File: src/rtl/serial_adder_pkg.sv
// Shared types and constants for the bit-serial adder controller.
// The optional subtract mode is enabled by SERIAL_ADDER_SUB_EN.
package serial_adder_pkg;

  typedef enum logic [1:0] {
    IDLE = 2'd0,
    RUN  = 2'd1,
    DONE = 2'd2
  } state_e;

  localparam int DEFAULT_WIDTH = 8;

  // Bit counter width; never narrower than one bit.
  function automatic int cnt_width(input int w);
    return (w > 2) ? $clog2(w) : 1;
  endfunction

endpackage

File: src/rtl/serial_adder_ctrl_fa_cell.sv
// Single 1-bit full-adder cell time-shared by the serial adder controller.
// Purely combinational.
module fa_cell (
  input  logic a,
  input  logic b,
  input  logic ci,
  output logic s,
  output logic co
);

  always_comb begin
    s  = a ^ b ^ ci;
    co = (a & b) | (ci & (a ^ b));
  end

endmodule

File: src/rtl/serial_adder_ctrl.sv
// Bit-serial adder: one full-adder cell iterated LSB first over WIDTH cycles.
// Define SERIAL_ADDER_SUB_EN to add a sub input selecting a - b.
module serial_adder_ctrl
  import serial_adder_pkg::*;
#(
  parameter int WIDTH = DEFAULT_WIDTH
) (
  input  logic             clk,
  input  logic             rst,
  input  logic             start,
  input  logic [WIDTH-1:0] a,
  input  logic [WIDTH-1:0] b,
  input  logic             cin,
`ifdef SERIAL_ADDER_SUB_EN
  input  logic             sub,
`endif
  output logic             busy,
  output logic             done,
  output logic [WIDTH-1:0] sum,
  output logic             cout
);

  localparam int CW = cnt_width(WIDTH);
  localparam logic [CW-1:0] LAST = CW'(WIDTH - 1);

  state_e           state_q, state_d;
  logic [WIDTH-1:0] a_q, a_d;
  logic [WIDTH-1:0] b_q, b_d;
  logic [WIDTH-1:0] psum_q, psum_d;
  logic [WIDTH-1:0] sum_q, sum_d;
  logic [CW-1:0]    cnt_q, cnt_d;
  logic             carry_q, carry_d;
  logic             cout_q, cout_d;

  logic [WIDTH-1:0] b_load;
  logic             c_load;
  logic             fa_s;
  logic             fa_co;

  // Subtraction folds into the load: a + ~b + 1.
  always_comb begin
`ifdef SERIAL_ADDER_SUB_EN
    b_load = sub ? ~b : b;
    c_load = sub | cin;
`else
    b_load = b;
    c_load = cin;
`endif
  end

  fa_cell u_fa (
    .a  (a_q[0]),
    .b  (b_q[0]),
    .ci (carry_q),
    .s  (fa_s),
    .co (fa_co)
  );

  always_comb begin
    state_d = state_q;
    a_d     = a_q;
    b_d     = b_q;
    psum_d  = psum_q;
    sum_d   = sum_q;
    cnt_d   = cnt_q;
    carry_d = carry_q;
    cout_d  = cout_q;
    unique case (state_q)
      IDLE, DONE: begin
        if (start) begin
          a_d     = a;
          b_d     = b_load;
          carry_d = c_load;
          psum_d  = '0;
          cnt_d   = '0;
          state_d = RUN;
        end else begin
          state_d = IDLE;
        end
      end
      RUN: begin
        a_d     = a_q >> 1;
        b_d     = b_q >> 1;
        carry_d = fa_co;
        psum_d  = {fa_s, psum_q[WIDTH-1:1]};
        // Counter holds at LAST on exit.
        if (cnt_q == LAST) begin
          sum_d   = {fa_s, psum_q[WIDTH-1:1]};
          cout_d  = fa_co;
          state_d = DONE;
        end else begin
          cnt_d = cnt_q + 1'b1;
        end
      end
      default: state_d = IDLE;
    endcase
  end

  always_ff @(posedge clk) begin
    if (rst) begin
      state_q <= IDLE;
      a_q     <= '0;
      b_q     <= '0;
      psum_q  <= '0;
      sum_q   <= '0;
      cnt_q   <= '0;
      carry_q <= 1'b0;
      cout_q  <= 1'b0;
    end else begin
      state_q <= state_d;
      a_q     <= a_d;
      b_q     <= b_d;
      psum_q  <= psum_d;
      sum_q   <= sum_d;
      cnt_q   <= cnt_d;
      carry_q <= carry_d;
      cout_q  <= cout_d;
    end
  end

  assign busy = (state_q == RUN);
  assign done = (state_q == DONE);
  assign sum  = sum_q;
  assign cout = cout_q;

endmodule

File: config.mk
export PLATFORM = sky130hd
export DESIGN_NAME = serial_adder_ctrl
export DESIGN_NICKNAME = d
export VERILOG_FILES = /design/src/rtl/serial_adder_pkg.sv /design/src/rtl/serial_adder_ctrl_fa_cell.sv /design/src/rtl/serial_adder_ctrl.sv
export SDC_FILE = /design/constraint.sdc
export NUM_CORES = 1
export LEC_CHECK = 0
export CAP_MARGIN = 25
export CELL_PAD_IN_SITES_DETAIL_PLACEMENT = 1
export CELL_PAD_IN_SITES_GLOBAL_PLACEMENT = 2
export CORE_ASPECT_RATIO = 0.75
export CORE_MARGIN = 2
export CORE_UTILIZATION = 32
export DETAILED_ROUTE_END_ITERATION = 6
export GPL_ROUTABILITY_DRIVEN = 0
export HOLD_SLACK_MARGIN = 0.1
export PLACE_DENSITY_LB_ADDON = 0.12
export SETUP_SLACK_MARGIN = 0.2
export SYNTH_ARGS = -nofsm -noshare
export SYNTH_HDL_FRONTEND = slang
export SYNTH_SLANG_ARGS = --single-unit
export TNS_END_PERCENT = 5
File: constraint.sdc
create_clock -name clk -period 4 [get_ports clk]
set_input_delay 1 -clock clk [delete_from_list [all_inputs] [get_ports clk]]
set_output_delay 1 -clock clk [all_outputs]
set_load 0.02 [all_outputs]
==> qor.csv, run 1 <==
stage,metric,value,unit
run_status,status,finished clean,
layout,antenna_cells,0,
routing,wl_per_cell,14.9,um
die,die_area,5500,um2
clocking,clk_latency,0.29,ns
yosys,synth_compound_area_share,17.3,%
global_routing,gr-usage-met2,27.3,%
sta,fmax,348,MHz
global_routing,grt_pass1_wl,7.04,mm
yosys,synth_area_leaders,"dfxtp_1 48%, nand2_1 12%, a21oi_1 7.0%",
routing,vias,1425,
sta,rsz0062_at_grt,false,
layout,drive_gt1_share,7.01,%
die,fp.dieH,64.7,um
sta,hold_viol,0,
global_routing,grt_use_met3,4.08,%
clocking,clockBufferDepth,2,
clocking,path_clk_slew,0.07,ns
routing,drc,0,
routing,drt-vias-per-instance,5.20,
hold_path,min_path_type,reg -> reg,
clocking,h-tree-depth,2,
global_routing,grt_pass1_vias,1487,
die,io_pins,31,
sta,final.setup.tns,0,ns
die,die_w,85.0,um
sta,setup-violations-final,0,
yosys,synthXorXnorAreaFrac,0,%
yosys,syn_nets,212,
sta,worst_pin_slew,0.454,ns
sta,slew_viol_final,0,
layout,nNetsFinal,238,
clocking,clock_sinks,38,
global_routing,globalRoute.busiestLayer,met2,
die,core,4820,um2
routing,firstDrtPassIters,4,
yosys,yosys.area_share.simple,25.9,%
layout,layout_commonest_cell,nand2_1,
yosys,synth_area,1570,um2
layout,area_growth,25.8,%
yosys,synth_top_family_by_area,simple AND/OR/NAND/NOR gates,
layout,multiInputGateArea,726,um2
global_routing,track_usage,16.2,%
clocking,cts_tree,yes,
layout,seqCellArea,761,um2
place,dp_hpwl,2.67,mm
sta,post-route-period-util,71.8,%
clocking,cts_setup_buffers,0,
layout,n_fill_cell,569,
sta,min_period,2.87,ns
critical_path,path_class,reg -> out,
yosys,synth.avg_cell_area,8.32,um2
sta,slew_headroom,69.7,%
yosys,synth.distinct_cells,20,
critical_path,critPathArrivalTime,1.87,ns
yosys,ys_seq_area_share,48.4,%
global_routing,grt_overflow_total,0,
clocking,cts_hold_buf,0,
yosys,netlist_instances,189,
critical_path,worst-path-max-fanout,17,
yosys,synth.area.mux_share,0,%
pwr,power.density,391,nW/um2
global_routing,grt_max_degree,40,
yosys,synth-seq-cells,38,
yosys,synthAdderAreaFrac,2.86,%
die,rows,22,
clocking,cts_root_buf,clkbuf_8,
yosys,yosysWarnings,0,
critical_path,critPathLaunchType,flop,
pwr,power.leakage,0.000692,uW
clocking,numCtsBuffers,5,
die,start_util,32.6,%
layout,final_cell_mix,"50 x nand2_1, 38 x dfxtp_1, 30 x clkdlybuf4s50_1",
sta,timing.hold.ws,0.453,ns
pwr,ir_drop,0.166,mV
place,numPortBuffers,30,
routing,wirelength,4.07,mm
job,drv_cap,0,
routing,first_iter_violations,61,
routing,antenna_left,0,
critical_path,endpoint_kind,output port,
sta,fin_skew,0.00633,ns
yosys,synth_top_area_share,48.4,%
critical_path,cp.required,3.00,ns
yosys,yosys.area.top_type,dfxtp_1,
global_routing,grt_util_met1,19.9,%
clocking,ctsResizeCount,0,
global_routing,antenna_found_initial,0,
[worst paths after layout]
kind | slack, ns | cells past startpoint | from | end
setup / recovery | 1.13 | 3 | state_q[1]$_SDFFE_PP0P_ | busy
hold / removal | 0.45 | 2 | sum[2]$_SDFFE_PP0P_ | sum[2]$_SDFFE_PP0P_
setup reg to reg | 2.21 | 5 | cnt_q[0]$_SDFFE_PP0P_ | sum[7]$_SDFFE_PP0P_
hold reg to reg | 0.45 | 2 | sum[2]$_SDFFE_PP0P_ | sum[2]$_SDFFE_PP0P_
[metrics by stage]
step | instance area, um2 | power, uW | util [%] | setup slack (ns) | cells
floorplan | 1570 | 484 | - | 2.13 | 189
global route | 1980 | 817 | 41.1 | 1.00 | 274
global placement | 1900 | 515 | 39.4 | 1.54 | 268
detailed placement | 1900 | 522 | 39.4 | 1.42 | 268
finish | 1980 | 774 | 41.1 | 1.13 | 274
CTS | 1980 | 789 | 41.1 | 1.08 | 274
[cell usage after synthesis]
master	instances
or3b_1	1
dfxtp_1	38
nor2_1	16
a311oi_1	10
nor2b_1	2
nor3b_1	1
clkinv_1	1
a21oi_1	22
nand3b_1	1
buf_2	6
nand2b_1	3
buf_4	3
fa_1	1
buf_1	1
ha_1	2
nand2_1	50
nand3_1	21
buf_6	1
clkbuf_1	4
a311oi_2	5
[registers in the layout, indices dropped and copies added (netlist names)]
signal	count
b_q	8
state_q	2
cout	1
a_q	8
psum_q	7
sum	8
cnt_q	3
carry_q	1
[layer usage]
layer | vias to the layer above | part of all wire (%)
met5 | - | 0
met1 | 699 | 48
met4 | 0 | 1.6
li1 | 697 | -
met2 | 22 | 47
met3 | 7 | 3.5
[area by class of cell]
cell class / count / area share (%)
repair buffers: 34 / 16.7
flip-flops and latches: 38 / 38.5
well taps: 60 / 3.80
clock buffers: 6 / 4.17
inverters: 1 / 0.190
multi-input cells: 135 / 36.7
[critical path: stages, from the launching register on]
cell,delay (ns)
dfxtp_1,0.38
nand2b_1,0.16
clkinv_1,0.38
clkdlybuf4s50_1,0.68
[power breakdown]
part | switching [uW] | internal, uW | total, uW
Sequential | 12.1 | 398 | 410
Combinational | 58.6 | 44.6 | 103
Clock | 128 | 133 | 261
Total | 199 | 575 | 774
[kinds of logic after synthesis]
family	after synthesis
adders and majority gates	3
AOI/OAI and AO/OA	37
and+or+nand+nor	95
buffers and inverters	16
DFF	38
(Power assumes the default switching activity.)
==> run 2, diff against run 1 <==
- CORE_UTILIZATION: 32 -> 26
- clock period: 4 -> 2.3 ns (I/O delays scaled with it)
==> qor.csv, run 2 (synthesis results as in run 1) <==
stage,metric,value,unit,change
layout,n_fill_cell,702,,was 569
clocking,cts_tree,yes,,unchanged
sta,post-route-period-util,86.0,%,
pwr,power.leakage,0.000709,uW,was 0.000692 uW
critical_path,path_class,reg -> out,,unchanged
layout,drive_gt1_share,7.37,%,was 7.01%
global_routing,antenna_found_initial,0,,unchanged
critical_path,critPathArrivalTime,1.40,ns,was 1.87 ns
sta,final.setup.tns,0,ns,unchanged
layout,seqCellArea,761,um2,unchanged
pwr,power.density,705,nW/um2,was 391 nW/um2
place,dp_hpwl,2.60,mm,was 2.67 mm
sta,setup-violations-final,0,,unchanged
clocking,clk_latency,0.28,ns,was 0.29 ns
global_routing,grt_pass1_wl,6.55,mm,was 7.04 mm
clocking,cts_root_buf,clkbuf_8,,unchanged
sta,hold_viol,0,,unchanged
routing,drt-vias-per-instance,4.69,,was 5.20
routing,drc,0,,unchanged
die,start_util,27.0,%,was 32.6%
critical_path,r2r-end,sum[2]$_SDFFE_PP0P_,,was sum[7]$_SDFFE_PP0P_
clocking,cts_hold_buf,0,,unchanged
die,core,5830,um2,was 4820 um2
layout,layout_commonest_cell,nand2_1,,unchanged
die,die_area,6690,um2,was 5500 um2
global_routing,grt_overflow_total,0,,unchanged
critical_path,critPathLaunchType,flop,,unchanged
layout,area_growth,29.1,%,was 25.8%
routing,firstDrtPassIters,4,,unchanged
clocking,ctsResizeCount,1,,was 0
layout,final_cell_mix,"50 x nand2_1, 38 x dfxtp_1, 29 x clkdlybuf4s50_1",,"was 50 x nand2_1, 38 x dfxtp_1, 30 x clkdlybuf4s50_1"
global_routing,track_usage,12.3,%,was 16.2%
run_status,status,finished clean,,unchanged
global_routing,globalRoute.busiestLayer,met2,,unchanged
critical_path,r2r-start,cnt_q[0]$_SDFFE_PP0P_,,unchanged
clocking,numCtsBuffers,5,,unchanged
sta,fin_skew,0.00567,ns,was 0.00633 ns
pwr,finalPower,1430,uW,was 774 uW
routing,first_iter_violations,31,,was 61
layout,post-route-util,34.9,%,was 41.1%
die,rows,24,,was 22
clocking,clockBufferDepth,2,,unchanged
die,fp.dieH,71.4,um,was 64.7 um
layout,antenna_cells,0,,unchanged
routing,vias,1384,,was 1425
routing,antenna_left,0,,unchanged
hold_path,holdCritStartpoint,sum[3]$_SDFFE_PP0P_,,was sum[2]$_SDFFE_PP0P_
global_routing,gr-usage-met2,19.5,%,was 27.3%
die,die_w,93.8,um,was 85.0 um
place,numPortBuffers,30,,unchanged
hold_path,hold_end,sum[3]$_SDFFE_PP0P_,,was sum[2]$_SDFFE_PP0P_
critical_path,cp.required,1.73,ns,was 3.00 ns
critical_path,worst-path-max-fanout,5,,was 17
global_routing,grt_use_met3,3.26,%,was 4.08%
job,drv_cap,0,,unchanged
clocking,clock_sinks,38,,unchanged
hold_path,hold_depth,2,,unchanged
critical_path,worstRegToRegCells,5,,unchanged
sta,slew_headroom,70.3,%,was 69.7%
die,io_pins,31,,unchanged
global_routing,grt_pass1_vias,1361,,was 1487
clocking,cts_setup_buffers,0,,unchanged
pwr,ir_drop,0.203,mV,was 0.166 mV
layout,multiInputGateArea,726,um2,unchanged
sta,fmax,506,MHz,
sta,worst_pin_slew,0.446,ns,was 0.454 ns
global_routing,grt_util_met1,17.0,%,was 19.9%
clocking,h-tree-depth,2,,unchanged
critical_path,ff2ff_setup_slack,0.57,ns,was 2.21 ns
critical_path,endpoint_kind,output port,,unchanged
sta,min_period,1.98,ns,
clocking,path_clk_slew,0.07,ns,about the same
hold_path,min_path_type,reg -> reg,,unchanged
layout,nNetsFinal,239,,was 238
routing,wirelength,3.87,mm,was 4.07 mm
sta,slew_viol_final,0,,unchanged
routing,wl_per_cell,13.1,um,was 14.9 um
sta,rsz0062_at_grt,false,,unchanged
global_routing,grt_max_degree,40,,unchanged
## run 2: cell types whose count changed in the layout (fill, tap and decap cells not counted), sizes merged
cell           before  now
buf                 4    5
bufinv              0    1
clkbuf              6    7
clkdlybuf4s50      30   29
dlygate4sd2         0    1
## run 2: per-layer routing
layer / vias to the layer above / part of all wire (%)
li1: 699 / -
met1: 661 / 50
met2: 22 / 45
met3: 2 / 4.0
met4: 0 / 0.49
met5: - / 0
## run 2: worst max path at each step
stage	from	endpoint	cells past startpoint
after detailed placement	start	b_q[4]$_SDFFE_PP0P_	5
after global routing	state_q[1]$_SDFFE_PP0P_	done	2
after CTS	state_q[1]$_SDFFE_PP0P_	done	2
after global placement	start	a_q[0]$_SDFFE_PP0P_	5
final	state_q[1]$_SDFFE_PP0P_	done	2
after floorplan	state_q[1]$_SDFFE_PP0P_	busy	3
## run 2: cell type report
class | instances | share of cell area, %
clock buffers | 7 | 3.76
clock inverters | 1 | 1.48
inverters | 1 | 0.185
multi-input cells | 135 | 35.7
flip-flops and latches | 38 | 37.5
well taps | 78 | 4.81
repair buffers | 35 | 16.6
## run 2: stage by stage
step                      instance area [um2]  std cells  hold slack (ns)  setup WS, ns
final                                    2030        295            0.459         0.322
after global routing                     2030        295            0.486         0.242
after CTS                                2030        295            0.464         0.293
after detailed placement                 1930        287            0.453         0.347
after global placement                   1930        287            0.442         0.445
after floorplan                          1570        189            0.444         0.857
## run 2: critical path, cell delays in order (launching register included)
cell             delay, ns
dfxtp_1               0.38
nor2b_1               0.15
clkdlybuf4s50_1       0.60
## run 2: power breakdown
group          internal [uW]  total (uW)  switching, uW  leakage [uW]
clock network            325         543            218     0.0000524
logic                   77.6         177           99.0      0.000347
registers                691         712           20.4      0.000310
total                   1090        1430            338      0.000709
